==> config.mk <==
export PLATFORM = sky130hd
export DESIGN_NAME = xor_checksum_flat
export DESIGN_NICKNAME = d
export VERILOG_FILES = /design/src/rtl/xor_checksum_if.sv /design/src/rtl/xor_checksum.sv /design/src/flat_wrapper.sv
export SDC_FILE = /design/constraint.sdc
export NUM_CORES = 1
export LEC_CHECK = 0
export ABC_AREA = 1
export BUFFER_PORTS_ARGS = -buffer_cell sky130_fd_sc_hd__buf_2
export CAP_MARGIN = 20
export CORE_MARGIN = 2
export CORE_UTILIZATION = 44
export DETAILED_ROUTE_END_ITERATION = 10
export PLACE_DENSITY = 0.65
export SYNTH_ARGS = -nofsm -noshare
export SYNTH_HDL_FRONTEND = slang
export SYNTH_SLANG_ARGS = --single-unit
==> constraint.sdc <==
create_clock -name clk -period 1.85 [get_ports clk]
set_clock_uncertainty 0.1 [all_clocks]
set_input_delay 0.37 -clock clk [delete_from_list [all_inputs] [get_ports clk]]
set_output_delay 0.37 -clock clk [all_outputs]
set_load 0.01 [all_outputs]
==> src/rtl/xor_checksum_if.sv <==
// Valid/ready stream link for the XOR checksum engine: an input word channel
// plus a result channel, and the per-frame mode select.
interface xor_checksum_if #(
  parameter int unsigned WIDTH = 8,
  parameter int unsigned LEN_W = 8
);
  logic             mode;
  logic             in_valid;
  logic             in_ready;
  logic [WIDTH-1:0] in_data;
  logic             in_last;
  logic             out_valid;
  logic             out_ready;
  logic [WIDTH-1:0] out_sum;
  logic [LEN_W-1:0] out_len;
  logic             out_err;

  // Producer/consumer side
  modport master (
    output mode, in_valid, in_data, in_last, out_ready,
    input  in_ready, out_valid, out_sum, out_len, out_err
  );

  // Engine side
  modport slave (
    input  mode, in_valid, in_data, in_last, out_ready,
    output in_ready, out_valid, out_sum, out_len, out_err
  );
endinterface

==> src/rtl/xor_checksum.sv <==
// Streaming XOR checksum engine: accumulates a framed word stream and holds
// one result (sum, saturating length, check-mode error) until accepted.
module xor_checksum #(
  parameter int unsigned WIDTH = 8,
  parameter int unsigned LEN_W = 8
) (
  input  logic           clk,
  input  logic           rst_n,
  input  logic           clr,
  xor_checksum_if.slave  bus
);

  typedef enum logic {
    ACCUM = 1'b0,
    DONE  = 1'b1
  } state_t;

  state_t           state, state_nx;
  logic             in_ready_c, out_valid_c;
  logic             xfer;
  logic [WIDTH-1:0] acc, acc_nx, sum_q;
  logic [LEN_W-1:0] len, len_inc, len_q;
  logic             mode_q, mode_sel, err_q;

  assign xfer     = bus.in_valid && in_ready_c;
  assign acc_nx   = acc ^ bus.in_data;
  assign len_inc  = (&len) ? len : len + LEN_W'(1);
  // The first word of a frame uses the live mode input; later words use the
  // value captured with that first word.
  assign mode_sel = (len == '0) ? bus.mode : mode_q;

  always_ff @(posedge clk or negedge rst_n) begin
    if (!rst_n)   state <= ACCUM;
    else if (clr) state <= ACCUM;
    else          state <= state_nx;
  end

  always_comb begin
    state_nx = state;
    unique case (state)
      ACCUM: if (xfer && bus.in_last) state_nx = DONE;
      DONE:  if (bus.out_ready)       state_nx = ACCUM;
      default: state_nx = ACCUM;
    endcase
  end

  always_comb begin
    in_ready_c  = 1'b0;
    out_valid_c = 1'b0;
    unique case (state)
      ACCUM: in_ready_c  = 1'b1;
      DONE:  out_valid_c = 1'b1;
      default: in_ready_c = 1'b1;
    endcase
  end

  always_ff @(posedge clk or negedge rst_n) begin
    if (!rst_n) begin
      acc    <= '0;
      len    <= '0;
      mode_q <= 1'b0;
      sum_q  <= '0;
      len_q  <= '0;
      err_q  <= 1'b0;
    end else if (clr) begin
      acc   <= '0;
      len   <= '0;
      sum_q <= '0;
      len_q <= '0;
      err_q <= 1'b0;
    end else if (xfer) begin
      if (len == '0) mode_q <= bus.mode;
      if (bus.in_last) begin
        sum_q <= acc_nx;
        len_q <= len_inc;
        err_q <= mode_sel && (acc_nx != '0);
        acc   <= '0;
        len   <= '0;
      end else begin
        acc <= acc_nx;
        len <= len_inc;
      end
    end
  end

  always_comb begin
    bus.in_ready  = in_ready_c;
    bus.out_valid = out_valid_c;
    bus.out_sum   = sum_q;
    bus.out_len   = len_q;
    bus.out_err   = err_q;
  end

endmodule

==> src/flat_wrapper.sv <==
// flat-port wrapper written by rule: the top's interface ports become plain ports
module xor_checksum_flat 
#(
  parameter int unsigned WIDTH = 8,
  parameter int unsigned LEN_W = 8
)
  (clk, rst_n, clr, bus_mode, bus_in_valid, bus_in_data, bus_in_last, bus_out_ready, bus_in_ready, bus_out_valid, bus_out_sum, bus_out_len, bus_out_err);
  xor_checksum_if #(.WIDTH(WIDTH), .LEN_W(LEN_W)) bus_i ();
  input  logic clk;
  input  logic rst_n;
  input  logic clr;
  input wire logic [$bits(bus_i.mode)-1:0] bus_mode;
  input wire logic [$bits(bus_i.in_valid)-1:0] bus_in_valid;
  input wire logic [$bits(bus_i.in_data)-1:0] bus_in_data;
  input wire logic [$bits(bus_i.in_last)-1:0] bus_in_last;
  input wire logic [$bits(bus_i.out_ready)-1:0] bus_out_ready;
  output wire logic [$bits(bus_i.in_ready)-1:0] bus_in_ready;
  output wire logic [$bits(bus_i.out_valid)-1:0] bus_out_valid;
  output wire logic [$bits(bus_i.out_sum)-1:0] bus_out_sum;
  output wire logic [$bits(bus_i.out_len)-1:0] bus_out_len;
  output wire logic [$bits(bus_i.out_err)-1:0] bus_out_err;
  assign bus_i.mode = bus_mode;
  assign bus_i.in_valid = bus_in_valid;
  assign bus_i.in_data = bus_in_data;
  assign bus_i.in_last = bus_in_last;
  assign bus_i.out_ready = bus_out_ready;
  assign bus_in_ready = bus_i.in_ready;
  assign bus_out_valid = bus_i.out_valid;
  assign bus_out_sum = bus_i.out_sum;
  assign bus_out_len = bus_i.out_len;
  assign bus_out_err = bus_i.out_err;
  xor_checksum #(.WIDTH(WIDTH), .LEN_W(LEN_W)) u_core (.clk(clk), .rst_n(rst_n), .clr(clr), .bus(bus_i));
endmodule
==> out/results.ini, run 1 <==
[floorplan]
die_area_sq_um = 4764
rows = 23
core-area_sq_um = 4029
die_h_um = 69.03
ios = 34
start_util_pct = 46.18
die_w_um = 69.03

[critical_path]
worstPathRequired_ps = 1910
crit_path_end_kind = flip-flop
cp-start-kind = flip-flop
cp.arrival_ps = 1630
reg2reg_slack_ps = 280
rr_startpoint = u_core.len[0]
path_max_fanout = 4
crit_type = flip-flop to flip-flop
rr_worst_depth = 7
reg2reg_to = u_core.mode_q

[clocking]
root_buffer = clkbuf_8
h-tree-depth = 2
cts_buffers = 5
clkSinkCount = 35
tritoncts = done
cts-resized-gates = 0
cts_setup_buffers = 0
clock_latency_ps = 290
hold_buffers = 1
clk_path_buf_depth = 2
path_clk_slew_ps = 70

[finish]
syn_to_final_growth_pct = 17.15
multiInputGateArea_sq_um = 799.5
n_antenna_cell = 0
design_area_sq_um = 2180
final_nets = 294
final_cells = 328
n_fill_cell = 390
drive_gt1_share_pct = 23.74
ff_latch_area_sq_um = 875.8

[logic_synthesis]
ys_warn_count = 0
syn-num-nets = 255
avgSynthCellArea_sq_um = 7.817
syn_area_sq_um = 1861
synthTopCellsByArea = dfrtp_1, nand2_1, inv_1
syn_inst = 238
yosys.area.top_type = dfrtp_1
ys_seq_area_share_pct = 47.07
yosys.area.top_type_share_pct = 47.07
synth_seq_cells = 35
ys_types = 25

[detailed_routing]
viasPerCell = 4.814
drc = 0
first_pass_iters = 4
post_drt_wl_per_cell_um = 12.26
wirelength_um = 4022
num_vias = 1579
drt_iter0_markers = 64
antenna_left = 0

[global_route]
grt_max_degree = 29
antenna_found_initial = 0
track_usage_pct = 18.56
grt_pass1_wl_um = 7148
grt.overflow.total = 0
grt_pass1_vias = 1577

[place]
place.port_buffers = 33
place.gp.congestion = 0.9012
placed_area_sq_um = 2088
dp_worst_setup_slack_ps = 284.9
dp_cells = 319
place_hpwl_um = 3030

[sta]
rsz0062_at_grt = no
fin_tns_setup_ps = 0
fin_crit_sh_pct = 84.84
clock.fmax_mhz = 637.1
timing.hold.ws_ps = 239.3
setup_violations = 0
relSlewSlack_pct = 69.51
drv_slew = 0
fin_ws_ps = 280.4
hold_violations = 0
min_period_ps = 1570
worst_pin_slew_ps = 456.7

[outcome]
status = complete, no violations

[worst_hold_path]
min-delay-path-class = input pin to flip-flop
min_from = bus_out_ready
hold_end = u_core.state
holdPathStages = 3

[power_and_ir_drop]
irDropWorstVdd_mv = 0.3093
leakagePower_nw = 1.131
power_density_nw_per_um2 = 750.4

[job]
max_cap_viol_count = 0

==> area by class of cell <==
class | count | area share [%]
flip-flops and latches | 35 | 40.18
multi-input cells | 158 | 36.68
repair buffers | 37 | 9.644
inverters | 40 | 6.889
clock buffers | 7 | 3.502
well taps | 50 | 2.870
clock inverters | 1 | 0.2296
==> per-stage QoR <==
stage          power [mW]  utilization (%)
2_1_floorplan       1.016                -
3_3_place_gp        1.112            51.83
3_5_place_dp        1.118            51.83
4_1_cts             1.654            54.10
5_1_grt             1.731            54.10
6_report            1.636            54.10
==> synthesized netlist by cell type (all sizes together) <==
| cell type | instances |
|---|---|
| xor2 | 1 |
| nor2 | 21 |
| nand3 | 16 |
| o21ai | 20 |
| o21bai | 1 |
| inv | 40 |
| o211ai | 1 |
| o22ai | 10 |
| dfrtp | 35 |
| clkbuf | 1 |
| nand4 | 1 |
| a21oi | 4 |
| ha | 2 |
| buf | 4 |
| nand2 | 79 |
| or2 | 1 |
| nor3 | 1 |
==> per-layer routing <==
metal / wire length, um / up-vias / share of wire, % / track usage, %
met5: 0 / - / 0 / 0
met4: 48 / 0 / 1.2 / 5.011
met3: 154 / 6 / 3.8 / 5.556
met2: 1888 / 26 / 47 / 29.38
met1: 1931 / 725 / 48 / 24.84
li1: - / 822 / - / -
==> flip-flops by register name, indices dropped and copies added, names as in the netlist <==
name                cells
u_core.len              8
u_core.bus.out_err      1
u_core.bus.out_len      8
u_core.acc              8
u_core.bus.out_sum      8
u_core.mode_q           1
u_core.state            1
==> worst max path at each step <==
stage                        from               endpoint  slack [ps]  cells after the start
global route        u_core.len[0]          u_core.mode_q         100                      7
detailed placement            clr  u_core.bus.out_sum[2]         280                      5
floorplan           u_core.len[1]  u_core.bus.out_len[1]         490                      8
finish              u_core.len[0]          u_core.mode_q         280                      7
global placement              clr  u_core.bus.out_sum[2]         290                      5
CTS                 u_core.len[0]     u_core.bus.out_err         310                      8
==> report_power, final <==
group | internal, mW | switching (mW) | total (mW)
Combinational | 0.0957 | 0.168 | 0.264
Sequential | 0.812 | 0.0260 | 0.838
Clock | 0.264 | 0.270 | 0.534
Total | 1.17 | 0.464 | 1.64
==> logic make-up after synthesis <==
logic type	after synthesis	share of synthesized area (%)
buffers and inverters	45	9.952
AO/OA/AOI/OAI	36	13.99
flip-flops	35	47.07
AND/OR/NAND/NOR	119	27.17
XOR/XNOR	1	0.4708
adder cells (fa/ha/maj)	2	1.345
==> worst max-delay path, cell delays in order, from the launching register on <==
cell,delay (ps)
dfrtp_1,420
inv_1,160
ha_1,160
inv_1,40
nor3_1,240
nand3_1,120
nand3_1,110
o21ai_0,90
==> placed cells by master, fill, tap and decap left out, drive strengths merged, types with 2 or more instances in the layout <==
cell type / n
o22ai: 10
nand3: 16
o21ai: 20
a21oi: 4
dfrtp: 35
ha: 2
nand2: 79
buf: 36
inv: 40
nor2: 21
clkbuf: 7
(Power assumes the default switching activity.)
==> run 2, diff against run 1 <==
==> constraint.sdc (replaced) <==
create_clock -name clk -period 1.5 [get_ports clk]
set_clock_uncertainty 0.1 [all_clocks]
set_input_delay 0.3 -clock clk [delete_from_list [all_inputs] [get_ports clk]]
set_output_delay 0.3 -clock clk [all_outputs]
set_load 0.01 [all_outputs]
==> run 2 against run 1 <==
The flow now finishes with violations (negative setup slack). Utilization increased by 3.5 points. Highest routed layer unchanged. Sequential power grew 23%. Sequential share of layout area down 2.3 points. Critical path type unchanged.
==> out/results.ini, run 2 (synthesis results as in run 1) <==
[finish]
n_antenna_cell = 0
mostFrequentLayoutCell = nand2_1
syn_to_final_growth_pct = 24.75
final_cell_mix = nand2_1, inv_1, buf_2, dfrtp_1, nor2_1
fin_util_pct = 57.61
design_area_sq_um = 2321
final_nets = 305
drive_gt1_share_pct = 30.90

[power_and_ir_drop]
irDropWorstVdd_mv = 0.8834
leakagePower_nw = 1.232
power_density_nw_per_um2 = 893.9

[sta]
drv_slew = 0
fin_ws_ps = -16.96
min_period_ps = 1517
clock.fmax_mhz = 659.2
rsz0062_at_grt = yes
hold_violations = 0
worst_pin_slew_ps = 383.8
setup_violations = 4
timing.hold.ws_ps = 176.5
fin_crit_sh_pct = 101.1
relSlewSlack_pct = 74.41

[detailed_routing]
antenna_left = 0
drt_iter0_markers = 78
num_vias = 1651
drc = 0
first_pass_iters = 4
wirelength_um = 4237
viasPerCell = 4.885
post_drt_wl_per_cell_um = 12.54

[clocking]
clkSinkCount = 35
tritoncts = done
clk_path_buf_depth = 2
cts_buffers = 5
root_buffer = clkbuf_8
clock_latency_ps = 280
path_clk_slew_ps = 70
h-tree-depth = 2

[worst_hold_path]
hold_end = u_core.state
min_from = bus_out_ready
min-delay-path-class = input pin to flip-flop
holdPathStages = 3

[floorplan]
die_w_um = 69.03
start_util_pct = 46.18
core-area_sq_um = 4029
ios = 34
die_area_sq_um = 4764
die_h_um = 69.03
rows = 23

[global_route]
antenna_found_initial = 0
grt_pass1_vias = 1623
grt_max_degree = 22
grt_pass1_wl_um = 7245
track_usage_pct = 18.70
grt.overflow.total = 0

[critical_path]
crit_type = flip-flop to flip-flop
reg2reg_slack_ps = -20
crit_path_end_kind = flip-flop
rr_worst_depth = 7
cp-start-kind = flip-flop
cp-startpoint = u_core.len[1]
worstPathRequired_ps = 1550
cp.arrival_ps = 1570
path_max_fanout = 5
rr_startpoint = u_core.len[1]
reg2reg_to = u_core.len[0]

[outcome]
status = finished, violations left
violations = negative setup slack

[place]
place_hpwl_um = 3017
place.gp.congestion = 0.9262
dp_worst_setup_slack_ps = -21.89
placed_area_sq_um = 2146
place.port_buffers = 33

[job]
max_cap_viol_count = 0

run 2: worst max-delay path by stage:
stage | to | slack, ps | cells after the start
2_1_floorplan | u_core.bus.out_len[1] | 140 | 8
3_3_place_gp | u_core.mode_q | -2 | 7
3_5_place_dp | u_core.mode_q | -20 | 7
4_1_cts | u_core.len[5] | 10 | 7
5_1_grt | u_core.len[4] | -110 | 7
6_report | u_core.len[0] | -20 | 7
run 2: report_power, final:
part           switching [mW]  internal, mW
clock network           0.326         0.360
registers              0.0309          1.00
logic                   0.216         0.141
total                   0.573          1.50
run 2: area by class of cell:
class                   count  area (sq um)
clock buffers               6         82.58
well taps                  50         62.56
multi-input cells         158         837.1
inverters                  40         150.1
repair buffers             48         305.3
clock inverters             1         5.005
fillers                   396          1708
flip-flops and latches     35         878.3
run 2: stage by stage:
step | std cells | setup TNS (ps) | total power [mW]
floorplan | 238 | 0 | 1.254
detailed placement | 325 | -41.86 | 1.399
CTS | 333 | 0 | 2.091
finish | 338 | -55.94 | 2.075
global placement | 325 | -1.592 | 1.392
global route | 338 | -895.0 | 2.184
run 2: metal layers:
metal	vias to the layer above	share of wire, %	track usage (%)
li1	841	-	-
met1	768	46	24.30
met2	37	48	30.77
met3	5	4.0	3.947
met4	0	1.3	6.754
met5	-	0	0
run 2: timing repair:
item | CTS | global route
cloned | 0 | 0
hold buffers | 1 | 0
setup endpoints to repair | 2 | 16
pin swaps | 0 | 9
endpoints found under the hold margin | 14 | 0
gates resized for setup | 1 | 12
buffers inserted | 0 | 5
run 2: worst max-delay path, cell delays in order, from the launching register on:
cell and delay [ps]:
dfrtp_1 420, ha_2 250, nand2_4 80, nor2_4 160, buf_4 130, nand3_1 90, nand3_2 90, o22ai_2 60
==> run 3, diff against run 2 <==
--- a/config.mk
+++ b/config.mk
@@ -12,6 +12,7 @@
 export CORE_UTILIZATION = 44
 export DETAILED_ROUTE_END_ITERATION = 10
 export PLACE_DENSITY = 0.65
+export SETUP_SLACK_MARGIN = 0.15
 export SYNTH_ARGS = -nofsm -noshare
 export SYNTH_HDL_FRONTEND = slang
 export SYNTH_SLANG_ARGS = --single-unit
==> run 3 against run 2 <==
The flow now finishes without violations. Largest cell class is now multi-input combinational cells. Total power rose by 7.7%. Largest power group unchanged. Register-to-register slack better by 40 ps. Via count decreased by 1.9%. Utilization increased by 1.3 points. Sequential cell count unchanged. Die area stayed put. Non-clock buffer count down 2. Fmax increased by 2.8%. Combinational power rose by 3%. First-iteration DRC count up 7.7%. Critical path type unchanged. Sequential power is essentially flat.
==> out/results.ini, run 3 (synthesis results as in run 1) <==
[outcome]
status = complete, no violations

[critical_path]
crit_path_end_kind = flip-flop
cp-start-kind = flip-flop
critPathMaxStageDelay_ps = 450
crit_chain = ha_4, nand2_4, nor2_4, buf_4, a21oi_1, nor2_2, nand2_1, nand2_1
rr_startpoint = u_core.len[0]
slowest_stage = dfrtp_2
path_max_fanout = 4
cp_common_cell = nand2_1
cp-startpoint = u_core.len[0]
worstPathRequired_ps = 1580
cp.arrival_ps = 1550
crit_type = flip-flop to flip-flop

[global_route]
met2_usage_pct = 31.41
grt_pass1_wl_um = 7431
antenna_found_initial = 0
grt_max_degree = 36
grt_use_met1_pct = 25.75
top_usage_layer = met2
grt_pass1_vias = 1632
grt.overflow.total = 0
met3_usage_pct = 3.947
track_usage_pct = 19.11

[worst_hold_path]
min_from = bus_out_ready
min-delay-path-class = input pin to flip-flop

[power_and_ir_drop]
irDropWorstVdd_mv = 0.6614
totalPowerFinal_mw = 2.235
power_density_nw_per_um2 = 941.0
leakagePower_nw = 1.217

[clocking]
h-tree-depth = 2
path_clk_slew_ps = 70
clock_latency_ps = 290
tritoncts = done
clkSinkCount = 35
cts_buffers = 5
root_buffer = clkbuf_8
clk_path_buf_depth = 2

[finish]
final_nets = 303
design_area_sq_um = 2375
mostFrequentLayoutCell = nand2_1
n_fill_cell = 365
n_antenna_cell = 0
final_cell_mix = nand2_1, buf_2, inv_1, dfrtp_1
syn_to_final_growth_pct = 27.64
drive_gt1_share_pct = 35.31
final_cells = 336

[floorplan]
die_area_sq_um = 4764
die_h_um = 69.03
ios = 34
start_util_pct = 46.18
rows = 23
core-area_sq_um = 4029
die_w_um = 69.03

[detailed_routing]
viasPerCell = 4.818
wirelength_um = 4240
post_drt_wl_per_cell_um = 12.62
num_vias = 1619
drt_iter0_markers = 84
antenna_left = 0
drc = 0
first_pass_iters = 4

[sta]
drv_slew = 0
hold_violations = 0
worst_pin_slew_ps = 273.4
relSlewSlack_pct = 81.77
clock.fmax_mhz = 677.9
setup_violations = 0
fin_crit_sh_pct = 98.35
fin_tns_setup_ps = 0
rsz0062_at_grt = yes
min_period_ps = 1475

[place]
placed_area_sq_um = 2118
place_hpwl_um = 2951
place.gp.congestion = 0.8757
dp_cells = 323
place.port_buffers = 33

[job]
max_cap_viol_count = 0

-- run 3: cell types whose count changed in the layout (fill, tap and decap cells not counted), sizes merged --
cell      before  now
buf           47   45
bufinv         0    1
clkbuf         6    5
clkinv         1    0
clkinvlp       0    1
-- run 3: final timing paths --
check	to	slack [ps]	cells after the start
worst min register to register	u_core.bus.out_sum[7]	380	2
worst max-delay path	u_core.bus.out_len[1]	20	8
max in group asynchronous	u_core.len[2]	710	3
worst min-delay path	u_core.state	170	3
worst max register to register	u_core.bus.out_len[1]	20	8
min in group asynchronous	u_core.acc[2]	390	3
-- run 3: area by class of cell --
type                       count  area [sq um]  area share [%]
clock buffer                   5         68.82           2.898
multi-input combinational    158         892.1           37.57
clock inverter                 2         37.54           1.581
tap                           50         62.56           2.634
timing repair buffer          46         277.8           11.70
sequential                    35         880.8           37.09
inverter                      40         155.1           6.533
-- run 3: where the power goes --
group | total, mW | internal, mW | switching [mW]
Sequential | 1.03 | 1.00 | 0.0319
Clock | 0.835 | 0.486 | 0.349
Combinational | 0.367 | 0.143 | 0.224
-- run 3: per-stage QoR --
step | worst slack (ps) | utilization [%] | hold WS [ps]
3_3_place_gp | 1.736 | 52.58 | 174.6
6_report | 24.83 | 58.94 | 165.4
5_1_grt | -45.56 | 58.94 | 193.1
3_5_place_dp | -46.44 | 52.58 | 182.5
4_1_cts | 59.15 | 57.52 | 164.9
2_1_floorplan | 138.8 | - | -95.59
-- run 3: repair_timing --
| item | 4_1_cts | 5_1_grt |
|---|---|---|
| setup endpoints to repair | 17 | 27 |
| resized for setup | 17 | 17 |
| cloned | 0 | 0 |
| pin swaps | 8 | 11 |
| setup buffers | 3 | 2 |
| hold buffers | 1 | 0 |
| endpoints found under the hold margin | 35 | 0 |
-- run 3: per-layer routing --
layer  up-vias  part of all wire, %
met4         0                  1.0
li1        836                    -
met1       747                   47
met2        31                   48
met3         5                  3.7
met5         -                    0
-- run 3: worst max-delay path: cells and delay by family, from the launching register on --
kind / cells / cell delay (ps)
compound gates: 1 / 190
flops: 1 / 450
buf+inv: 1 / 130
simple gates: 5 / 320
fa+ha+maj: 1 / 180
